`src/rtl/fight_arena.sv`:
```
// fight_arena: two-player fight engine (movement, HP/regen, attack cooldowns, round and match scoring).
// Every output is registered and reflects the inputs sampled at the previous edge; there is no backpressure, and en=0 freezes all state.
module fight_arena #(
  parameter int NUM_POS       = 5,
  parameter int MAX_HP        = 4,
  parameter int PUNCH_DMG     = 2,
  parameter int KICK_DMG      = 1,
  parameter int REGEN_WAIT    = 2,
  parameter int COOLDOWN      = 2,
  parameter int ROUNDS_TO_WIN = 2,
  parameter int ROUND_PAUSE   = 4,
  localparam int POS_W = $clog2(NUM_POS + 1),
  localparam int HP_W  = $clog2(MAX_HP + 1),
  localparam int WIN_W = $clog2(ROUNDS_TO_WIN + 1)
) (
  input  logic               clk,
  input  logic               reset,
  input  logic               en,
  input  logic [5:0]         act1,
  input  logic [5:0]         act2,
  output logic [POS_W-1:0]   pos1,
  output logic [POS_W-1:0]   pos2,
  output logic [NUM_POS-1:0] pos1_oh,
  output logic [NUM_POS-1:0] pos2_oh,
  output logic [HP_W-1:0]    hp1,
  output logic [HP_W-1:0]    hp2,
  output logic [WIN_W-1:0]   wins1,
  output logic [WIN_W-1:0]   wins2,
  output logic               round_over,
  output logic               match_over,
  output logic [1:0]         winner
);
  localparam int RW = $clog2(REGEN_WAIT + 1);
  localparam int CW = (COOLDOWN < 1) ? 1 : $clog2(COOLDOWN + 1);
  localparam int PW = (ROUND_PAUSE < 2) ? 1 : $clog2(ROUND_PAUSE);
  localparam logic [POS_W-1:0]   P_MAX  = POS_W'(NUM_POS);
  localparam logic [POS_W-1:0]   P_MIN  = POS_W'(1);
  localparam logic [HP_W-1:0]    H_MAX  = HP_W'(MAX_HP);
  localparam logic [NUM_POS-1:0] OH_MAX = {1'b1, {(NUM_POS-1){1'b0}}};

  typedef enum logic [1:0] {FIGHT, ROUND_END, MATCH_OVER} state_t;

  state_t          state;
  logic [RW-1:0]   rest1, rest2, rest1_n, rest2_n;
  logic [CW-1:0]   cd1, cd2, cd1_n, cd2_n;
  logic [PW-1:0]   pause;
  logic [POS_W-1:0] mv1, mv2, np1, np2;
  logic [HP_W-1:0]  rg1, rg2, nh1, nh2;
  logic [POS_W:0]   gap;
  logic try1, try2, pch1, pch2, kck1, kck2;
  logic near, mid, clash, land1, land2, ko1, ko2;
  logic [WIN_W-1:0] w1_inc, w2_inc;

  function automatic logic [POS_W-1:0] step_out(input logic [POS_W-1:0] p);
    return (p == P_MAX) ? p : p + 1'b1;
  endfunction

  function automatic logic [POS_W-1:0] step_in(input logic [POS_W-1:0] p);
    return (p == P_MIN) ? p : p - 1'b1;
  endfunction

  function automatic logic [NUM_POS-1:0] onehot(input logic [POS_W-1:0] p);
    return {{(NUM_POS-1){1'b0}}, 1'b1} << (p - 1'b1);
  endfunction

  function automatic logic [HP_W-1:0] take_hit(input logic [HP_W-1:0] h, input int dmg);
    return (int'(h) > dmg) ? HP_W'(int'(h) - dmg) : '0;
  endfunction

  always_comb begin
    // P1 "right" and P2 "left" both step toward the centre line
    mv1 = pos1;
    if (act1[1] && !act1[0])      mv1 = step_out(pos1);
    else if (act1[0] && !act1[1]) mv1 = step_in(pos1);
    mv2 = pos2;
    if (act2[0] && !act2[1])      mv2 = step_out(pos2);
    else if (act2[1] && !act2[0]) mv2 = step_in(pos2);

    rest1_n = '0;
    rg1     = hp1;
    if (act1[3] && !(act1[5] || act1[4])) begin
      if (rest1 == RW'(REGEN_WAIT - 1)) rg1 = (hp1 == H_MAX) ? hp1 : hp1 + 1'b1;
      else                              rest1_n = rest1 + 1'b1;
    end
    rest2_n = '0;
    rg2     = hp2;
    if (act2[3] && !(act2[5] || act2[4])) begin
      if (rest2 == RW'(REGEN_WAIT - 1)) rg2 = (hp2 == H_MAX) ? hp2 : hp2 + 1'b1;
      else                              rest2_n = rest2 + 1'b1;
    end

    try1 = !act1[3] && (act1[5] || act1[4]) && (cd1 == '0);
    try2 = !act2[3] && (act2[5] || act2[4]) && (cd2 == '0);
    pch1 = try1 && act1[5];
    kck1 = try1 && !act1[5];
    pch2 = try2 && act2[5];
    kck2 = try2 && !act2[5];
    cd1_n = try1 ? CW'(COOLDOWN) : ((cd1 != '0) ? cd1 - 1'b1 : cd1);
    cd2_n = try2 ? CW'(COOLDOWN) : ((cd2 != '0) ? cd2 - 1'b1 : cd2);

    gap   = {1'b0, mv1} + {1'b0, mv2};
    near  = (gap == (POS_W+1)'(2));
    mid   = (gap == (POS_W+1)'(3));
    clash = (pch1 && pch2 && near) || (kck1 && kck2 && mid);
    land1 = !clash && ((pch1 && near) || (kck1 && (near || mid))) && !act2[2];
    land2 = !clash && ((pch2 && near) || (kck2 && (near || mid))) && !act1[2];

    np1 = clash ? step_out(mv1) : mv1;
    np2 = clash ? step_out(mv2) : mv2;
    nh1 = land2 ? take_hit(rg1, pch2 ? PUNCH_DMG : KICK_DMG) : rg1;
    nh2 = land1 ? take_hit(rg2, pch1 ? PUNCH_DMG : KICK_DMG) : rg2;
    ko1 = (nh1 == '0);
    ko2 = (nh2 == '0);
    w1_inc = wins1 + 1'b1;
    w2_inc = wins2 + 1'b1;
  end

  always_ff @(posedge clk) begin
    if (reset) begin
      state      <= FIGHT;
      pos1       <= P_MAX;
      pos2       <= P_MAX;
      pos1_oh    <= OH_MAX;
      pos2_oh    <= OH_MAX;
      hp1        <= H_MAX;
      hp2        <= H_MAX;
      wins1      <= '0;
      wins2      <= '0;
      rest1      <= '0;
      rest2      <= '0;
      cd1        <= '0;
      cd2        <= '0;
      pause      <= '0;
      round_over <= 1'b0;
      match_over <= 1'b0;
      winner     <= 2'b00;
    end else if (en) begin
      case (state)
        FIGHT: begin
          pos1    <= np1;
          pos2    <= np2;
          pos1_oh <= onehot(np1);
          pos2_oh <= onehot(np2);
          hp1     <= nh1;
          hp2     <= nh2;
          rest1   <= rest1_n;
          rest2   <= rest2_n;
          cd1     <= cd1_n;
          cd2     <= cd2_n;
          if (ko1 && ko2) begin
            state      <= ROUND_END;
            round_over <= 1'b1;
          end else if (ko2) begin
            wins1 <= w1_inc;
            if (w1_inc == WIN_W'(ROUNDS_TO_WIN)) begin
              state      <= MATCH_OVER;
              match_over <= 1'b1;
              winner     <= 2'b01;
            end else begin
              state      <= ROUND_END;
              round_over <= 1'b1;
            end
          end else if (ko1) begin
            wins2 <= w2_inc;
            if (w2_inc == WIN_W'(ROUNDS_TO_WIN)) begin
              state      <= MATCH_OVER;
              match_over <= 1'b1;
              winner     <= 2'b10;
            end else begin
              state      <= ROUND_END;
              round_over <= 1'b1;
            end
          end
        end
        ROUND_END: begin
          if (pause == PW'(ROUND_PAUSE - 1)) begin
            state      <= FIGHT;
            round_over <= 1'b0;
            pause      <= '0;
            pos1       <= P_MAX;
            pos2       <= P_MAX;
            pos1_oh    <= OH_MAX;
            pos2_oh    <= OH_MAX;
            hp1        <= H_MAX;
            hp2        <= H_MAX;
            rest1      <= '0;
            rest2      <= '0;
            cd1        <= '0;
            cd2        <= '0;
          end else begin
            pause <= pause + 1'b1;
          end
        end
        MATCH_OVER: ;
        default: state <= FIGHT;
      endcase
    end
  end

endmodule
```
`config.mk`:
```
export PLATFORM = sky130hd
export DESIGN_NAME = fight_arena
export DESIGN_NICKNAME = d
export VERILOG_FILES = /design/src/rtl/fight_arena.sv
export SDC_FILE = /design/constraint.sdc
export NUM_CORES = 1
export LEC_CHECK = 0
export BUFFER_PORTS_ARGS = -buffer_cell sky130_fd_sc_hd__buf_4
export CORE_UTILIZATION = 40
export CTS_CLUSTER_DIAMETER = 60
export CTS_CLUSTER_SIZE = 14
export DETAILED_ROUTE_END_ITERATION = 16
export SLEW_MARGIN = 40
export SYNTH_ARGS = -nofsm -noshare
export SYNTH_HDL_FRONTEND = slang
export SYNTH_SLANG_ARGS = --single-unit
```
`constraint.sdc`:
```
create_clock -name clk -period 7.25 [get_ports clk]
set_clock_uncertainty 0.05 [all_clocks]
set_input_delay 0.725 -clock clk [delete_from_list [all_inputs] [get_ports clk]]
set_output_delay 0.725 -clock clk [all_outputs]
set_load 0.02 [all_outputs]
```
==> results.tsv, run 1 <==
metric	value	unit
viasPerCell	5.51	
path_clk_slew	80	ps
grt_overflow_total	0	
wl_per_cell	14.7	µm
cts_htree_levels	2	
synthesis.area	3170	µm²
synth_cells	376	
clockBufferDepth	2	
ys.flop_type	dfxtp_1	
cts_resized	0	
n_antenna_cell	0	
synthToLayoutAreaGrowth	15.8	%
path_max_fanout	7	
finalInstanceArea	3670	µm²
path_class	flip-flop to flip-flop	
place_inst	512	
clock-sinks	42	
grt_use_total	18.7	%
antenna_found_initial	0	
fin_crit_sh	66.3	%
setup_viol	0	
layout.nets	464	
die_h	91.0	µm
cts_buffers	5	
grt_pass1_wl	12500	µm
final_util	47.7	%
final.min_clock_period	4810	ps
ant_nets	0	
crit_path_end_kind	flip-flop	
core	7690	µm²
tightestPinTransition	746	ps
maxSlewViolCount	0	
io_pins	45	
arrival	4960	ps
placed_cell_area	3570	µm²
syn_nets	423	
root_buffer	clkbuf_8	
io_buffers	44	
grt_pass1_vias	2599	
rsz0062_at_grt	no	
dp_hpwl	5710	µm
powerDensity	153	nW/µm²
hold_viol	0	
drc	0	
cap_violations	0	
core.rowCount	32	
routed_wirelength	7630	µm
whs	412	ps
synth-warning-count	0	
setup_tns	0	ps
syn_area_per_cell	8.43	µm²
min_path_type	flip-flop to flip-flop	
cp-start-kind	flip-flop	
drive_above_1_share	18.2	%
die_area	8280	µm²
synth.distinct_cells	66	
slew_headroom	50.1	%
dr_total_vias	2866	
grt_max_degree	29	
synth-seq-cells	42	
n_fill_cell	810	
gp_routability_congestion	0.890	
fin_cells	520	
fp.dieW	91.0	µm
first_iter_violations	164	
first_pass_iters	5	
post_cts_buffers	0	
yosysSeqAreaShare	26.5	%
cts_tree	built	
synth_edf_count	0	
insertion_delay	300	ps
max_freq	208	MHz
start_util	41.2	%
ir_worst_vdd	0.0000923	V
holdBufCountCts	0	
status	complete, no violations	
synthArstFlopShare	0	%
crit_required	7400	ps
p_leak	1.59	nW
Yosys cell counts, types with 4 or more instances:
library cell / instances / area [µm²]
a31oi_1: 5 / 31.3
nand3_1: 7 / 35.0
nor3b_1: 5 / 37.5
o21ai_0: 13 / 65.1
nor3_1: 5 / 25.0
a22oi_1: 7 / 52.6
xnor2_1: 8 / 70.1
ha_1: 29 / 363
clkbuf_1: 7 / 26.3
nand4_1: 4 / 25.0
nor2_1: 37 / 139
o211ai_1: 4 / 30.0
inv_1: 30 / 113
dfxtp_1: 42 / 841
a21oi_1: 20 / 100
mux2i_1: 9 / 90.1
or4_1: 4 / 30.0
o31ai_1: 7 / 52.6
nor2b_1: 11 / 68.8
mux2_2: 5 / 56.3
a32o_1: 6 / 60.1
nand2b_1: 5 / 31.3
nand2_1: 35 / 131
o22ai_1: 7 / 43.8
cell type report:
class	instances	area (µm²)	area share, %
well taps	102	128	3.48
flip-flops and latches	42	841	22.9
multi-input cells	294	2160	58.9
repair buffers	44	330	9.01
clock inverters	2	12.5	0.341
inverters	30	113	3.07
clock buffers	6	82.6	2.25
cell usage in the layout (no fill, tap or decap), types with 6 or more instances in the layout:
master | netlist | final
mux2i_1 | 9 | 9
clkbuf_8 | 0 | 6
nor2b_1 | 11 | 11
a21oi_1 | 20 | 20
o21ai_0 | 13 | 13
a22oi_1 | 7 | 7
o31ai_1 | 7 | 7
nor2_1 | 37 | 37
ha_1 | 29 | 29
nand2_1 | 35 | 35
nand3_1 | 7 | 7
a32o_1 | 6 | 6
xnor2_1 | 8 | 8
buf_4 | 0 | 44
inv_1 | 30 | 30
dfxtp_1 | 42 | 42
o22ai_1 | 7 | 7
power breakdown:
part           internal [mW]  switching [mW]
combinational         0.0636          0.0908
sequential             0.239         0.00705
clock                 0.0766          0.0854
total                  0.379           0.183
per-layer routing:
metal	up-vias	global-route usage [%]	share of wire, %
met4	0	5.29	1.1
li1	1452	-	-
met3	10	2.60	3.8
met2	51	31.6	46
met5	-	0	0
met1	1353	24.8	49
path summary, 6_finish.rpt:
kind                                   to  cells past startpoint               startpoint  slack (ps)
setup / recovery  round_over$_SDFFE_PP0P_                     18     pos2[1]$_SDFFE_PP0P_        2440
hold / removal    pos1_oh[3]$_SDFFE_PP0P_                      2  pos1_oh[3]$_SDFFE_PP0P_         410
setup reg to reg  round_over$_SDFFE_PP0P_                     18     pos2[1]$_SDFFE_PP0P_        2440
hold reg to reg   pos1_oh[3]$_SDFFE_PP0P_                      2  pos1_oh[3]$_SDFFE_PP0P_         410
through the flow:
stage	total power, mW	setup WS, ps
global route	0.595	1980
floorplan	0.360	2880
finish	0.562	2440
detailed placement	0.405	2340
global placement	0.402	2500
CTS	0.567	2450
state kept, by name, summed over array words and instances, names as in the netlist, 3 cells and up:
register  count
hp1           3
hp2           3
pos1          3
pos1_oh       5
pos2          3
pos2_oh       5
critical path, stage by stage, from the launching register on:
cell and delay [ps]:
dfxtp_1 440, inv_1 90, ha_1 240, a211oi_1 330
a31o_2 160, xnor2_1 170, ha_1 280, fa_1 500
nor4b_1 230, a31o_2 190, nor4b_2 450, mux2i_1 550
inv_1 90, ha_1 280, nor3_1 190, a21oi_1 60
o21ai_0 150, a31oi_1 60, o21a_1 190
kinds of logic after synthesis:
family,count (synthesis),share of synthesized area (%)
compound gates,97,21.8
xor+xnor,9,2.49
fa+ha+maj,32,13.3
buf+inv,40,5.25
flops,42,26.5
mux,18,6.40
simple gates,138,24.1
Note: power is estimated with default switching activity, not from simulation.
==> inputs of run 2 (changes only) <==
- clock period: 7.25 -> 4.65 ns (I/O delays scaled with it)
==> results.tsv, run 2 (synthesis gave the netlist of run 1 again) <==
metric	value	unit
status	complete, no violations	
fp.dieW	91.0	µm
antenna_found_initial	0	
cp_top_family	compound AO/OA/AOI/OAI gates	
dr_total_vias	2927	
io_pins	45	
seq_area	841	µm²
layout_commonest_cell	buf_4	
p_leak	1.61	nW
core.rowCount	32	
core	7690	µm²
path_class	flip-flop to flip-flop	
place_inst	516	
drc	0	
clockBufferDepth	2	
layout.nets	470	
dp_hpwl	5930	µm
rsz0062_at_grt	no	
maxSlewViolCount	0	
grt_pass1_wl	13400	µm
cap_violations	0	
die_area	8280	µm²
slowest_stage	fa_1	
n_fill_cell	792	
ir_worst_vdd	0.000115	V
min_path_type	input pin to flip-flop	
first_iter_violations	110	
path_cells	inv_1 -> ha_1 -> a211oi_2 -> a31o_2 -> xnor2_1 -> ha_1 -> fa_1 -> nor3b_1 -> a31o_2 -> nand4_1 -> o211ai_1 -> a21boi_2 -> inv_1 -> ha_1 -> nor3_1 -> a21oi_1 -> o21ai_0 -> a31oi_1 -> o21a_1	
fin_cells	526	
fin_crit_sh	91.9	%
grt_use_total	20.1	%
place_ws	307	ps
crit_path_frequent_cell	ha_1	
grt_pass1_vias	2812	
cts_tree	built	
reg_top3	pos1_oh (5), pos2_oh (5)	
path_max_fanout	7	
max_freq	234	MHz
max_stage_delay	490	ps
tightestPinTransition	722	ps
cp-start-kind	flip-flop	
multi_input_area	2170	µm²
die_h	91.0	µm
wl_per_cell	14.9	µm
ant_nets	0	
routed_wirelength	7850	µm
whs	413	ps
synthToLayoutAreaGrowth	17.4	%
powerDensity	237	nW/µm²
most-common-layout-cells	50 x buf_4, 42 x dfxtp_1, 36 x nor2_1, 35 x nand2_1, 30 x inv_1	
gp_routability_congestion	0.849	
grt_overflow_total	0	
hold_viol	0	
grt_max_degree	29	
path_clk_slew	90	ps
slew_headroom	51.7	%
total_power	0.879	mW
setup_viol	0	
io_buffers	44	
setup_tns	0	ps
cts_buffers	5	
insertion_delay	300	ps
crit_required	4800	ps
arrival	4420	ps
path_buf_inv	2	
n_antenna_cell	0	
start_util	41.2	%
final.min_clock_period	4270	ps
cts_htree_levels	2	
crit_path_end_kind	flip-flop	
viasPerCell	5.56	
drive_above_1_share	19.8	%
root_buffer	clkbuf_8	
fin_ws	378	ps
clock-sinks	42	
first_pass_iters	4	
==> run 2: what timing repair did <==
item / 4_1_cts / 5_1_grt
setup endpoints to repair: 0 / 7
hold endpoints to repair: 0 / 0
setup buffers: 0 / 2
hold buffers: 0 / 0
resized for setup: 0 / 2
==> run 2: path summary, 6_finish.rpt <==
path	endpoint	cells past startpoint	start	slack (ps)
worst min register to register	pos2_oh[3]$_SDFFE_PP0P_	2	pos2_oh[3]$_SDFFE_PP0P_	420
worst max register to register	round_over$_SDFFE_PP0P_	19	pos2[1]$_SDFFE_PP0P_	380
worst min-delay path	pause[1]$_SDFFE_PP0P_	3	en	410
worst max-delay path	round_over$_SDFFE_PP0P_	19	pos2[1]$_SDFFE_PP0P_	380
==> run 2: final cells by class <==
cell class,count,share of cell area [%]
multi-input cells,294,58.3
flip-flops and latches,42,22.6
clock inverters,3,0.673
inverters,30,3.03
repair buffers,50,10.1
clock buffers,5,1.85
well taps,102,3.43
==> run 2: per-layer routing <==
| metal | wire, µm | GRT usage, % |
|---|---|---|
| met1 | 3630 | 26.1 |
| met2 | 3670 | 33.8 |
| met3 | 392 | 3.18 |
| met4 | 158 | 6.61 |
| met5 | 0 | 0 |
==> run 2: power breakdown <==
group | leakage [nW] | internal (mW) | switching [mW]
clock | 0.0447 | 0.109 | 0.145
sequential | 0.340 | 0.373 | 0.0112
combinational | 1.23 | 0.100 | 0.142
==> run 2: tightest hold or removal path, stage by stage <==
cell,delay (ps)
buf_4,130
nand3_1,70
a21oi_1,50
==> run 2: metrics by stage <==
stage                     instance area (µm²)  util (%)
after floorplan                          3170         -
after global placement                   3600      46.9
after detailed placement                 3600      46.9
after CTS                                3700      48.1
after global routing                     3720      48.4
final                                    3720      48.4
==> inputs of run 3 (changes only) <==
- CORE_UTILIZATION: 40 -> 53
- PLACE_DENSITY: default -> 0.86
==> results.tsv, run 3 (synthesis gave the netlist of run 1 again) <==
metric	value	unit
status	complete, no violations	
crit_path_frequent_cell	ha_1	
io_buffers	44	
crit_start	pos2[1]$_SDFFE_PP0P_	
die_area	6290	µm²
dp_hpwl	5810	µm
antenna_found_initial	0	
fin_crit_sh	93.7	%
path_cells	inv_1 -> ha_1 -> a211oi_2 -> a31o_2 -> xnor2_1 -> ha_1 -> fa_1 -> nor4b_1 -> a31o_2 -> nand4_1 -> o211ai_1 -> a21boi_2 -> buf_4 -> ha_1 -> inv_1 -> nor3_1 -> a21oi_1 -> o21ai_0 -> a31oi_1 -> o21a_1	
clock-sinks	42	
maxSlewViolCount	0	
io_pins	45	
r2r_setup_slack	290	ps
ant_nets	0	
path_buf_inv	3	
r2r_end	round_over$_SDFFE_PP0P_	
cts_htree_levels	2	
powerDensity	239	nW/µm²
core	5640	µm²
crit_required	4800	ps
cts_tree	built	
first_pass_iters	4	
path_max_fanout	10	
insertion_delay	300	ps
crit_path_end_kind	flip-flop	
clockBufferDepth	2	
grt_max_degree	29	
core.rowCount	27	
most-common-layout-cells	50 x buf_4, 41 x dfxtp_1, 36 x nor2_1, 35 x nand2_1, 30 x inv_1	
layout.nets	470	
synthToLayoutAreaGrowth	16.4	%
total_power	0.882	mW
grt_pass1_wl	12600	µm
first_iter_violations	174	
worst-path-stages	20	
grt_overflow_total	0	
wl_per_cell	15.5	µm
path_clk_slew	90	ps
grt_use_total	25.4	%
setup_viol	0	
setup_tns	0	ps
fp.dieW	79.3	µm
die_h	79.3	µm
cp_top_family	compound AO/OA/AOI/OAI gates	
routed_wirelength	7690	µm
finalInstanceArea	3690	µm²
gp_routability_congestion	0.889	
min_path_type	flip-flop to flip-flop	
drive_above_1_share	20.3	%
whs	413	ps
layout_commonest_cell	buf_4	
cp-start-kind	flip-flop	
slew_headroom	50.0	%
arrival	4510	ps
dr_total_vias	2966	
tightestPinTransition	749	ps
placed_cell_area	3560	µm²
root_buffer	clkbuf_8	
final.min_clock_period	4360	ps
reg2reg_from	pos2[1]$_SDFFE_PP0P_	
crit_path_end	round_over$_SDFFE_PP0P_	
grt_pass1_vias	2819	
hold_viol	0	
viasPerCell	5.98	
min_path_cells	2	
r2r_cells	20	
n_fill_cell	492	
holdBufCountCts	0	
cap_violations	0	
reg_top3	pos1_oh (5), pos2_oh (5)	
cts_buffers	5	
drc	0	
n_antenna_cell	0	
max_freq	230	MHz
slowest_stage	fa_1	
p_leak	1.62	nW
start_util	56.2	%
max_stage_delay	490	ps
path_class	flip-flop to flip-flop	
ir_worst_vdd	0.000214	V
## run 3: cell count changes in the layout (fill, tap and decap cells not counted), sizes merged
cell    delta
inv        -1
clkbuf     +1
## run 3: through the flow
| step | instances | worst slack, ps | utilization [%] |
|---|---|---|---|
| after floorplan | 376 | 312 | - |
| after global placement | 486 | 356 | 63.2 |
| after detailed placement | 486 | 81.1 | 63.2 |
| after CTS | 494 | 73.4 | 64.9 |
| after global routing | 496 | -12.4 | 65.4 |
| final | 496 | 293 | 65.4 |
## run 3: repair_timing
| item | CTS | global route |
|---|---|---|
| setup buffers | 0 | 2 |
| resized for setup | 0 | 4 |
| endpoints found under the setup margin | 0 | 8 |
## run 3: power by group
part / switching (mW) / internal [mW] / total [mW]
logic: 0.143 / 0.101 / 0.244
clock network: 0.134 / 0.120 / 0.254
registers: 0.0111 / 0.373 / 0.384
total: 0.289 / 0.593 / 0.882
## run 3: worst min path at each step
| stage | startpoint | endpoint | slack (ps) |
|---|---|---|---|
| after floorplan | pause[1]$_SDFFE_PP0P_ | pause[1]$_SDFFE_PP0P_ | 390 |
| after global placement | pos2_oh[0]$_SDFFE_PP0P_ | pos2_oh[0]$_SDFFE_PP0P_ | 390 |
| after detailed placement | pos2_oh[3]$_SDFFE_PP0P_ | pos2_oh[3]$_SDFFE_PP0P_ | 400 |
| after CTS | pos2_oh[3]$_SDFFE_PP0P_ | pos2_oh[3]$_SDFFE_PP0P_ | 420 |
| after global routing | pos2_oh[3]$_SDFFE_PP0P_ | pos2_oh[3]$_SDFFE_PP0P_ | 440 |
| final | pos2_oh[3]$_SDFFE_PP0P_ | pos2_oh[3]$_SDFFE_PP0P_ | 410 |
## run 3: worst reg2reg max path: stages, from the launching register on
cell	delay, ps
dfxtp_2	390
inv_1	80
ha_1	240
a211oi_2	270
a31o_2	150
xnor2_1	160
ha_1	270
fa_1	490
nor4b_1	250
a31o_2	210
nand4_1	280
o211ai_1	200
a21boi_2	220
buf_4	210
ha_1	170
inv_1	50
nor3_1	130
a21oi_1	50
o21ai_0	160
a31oi_1	60
o21a_1	170
## run 3: cell type report
type                            instances  area [µm²]  share of cell area, %
Timing Repair Buffer                   50         375                   10.2
Inverter                               30         113                   3.05
Sequential cell                        42         842                   22.8
Clock inverter                          2        12.5                  0.339
Multi-Input combinational cell        294        2170                   58.9
Clock buffer                            6        82.6                   2.24
Tap cell                               72        90.1                   2.44
## run 3: layer usage
metal | part of all wire [%] | up-vias | global-route usage (%)
li1 | - | 1470 | -
met1 | 44 | 1409 | 30.4
met2 | 49 | 72 | 45.1
met3 | 4.5 | 15 | 4.25
met4 | 2.0 | 0 | 9.27
met5 | 0 | - | 0
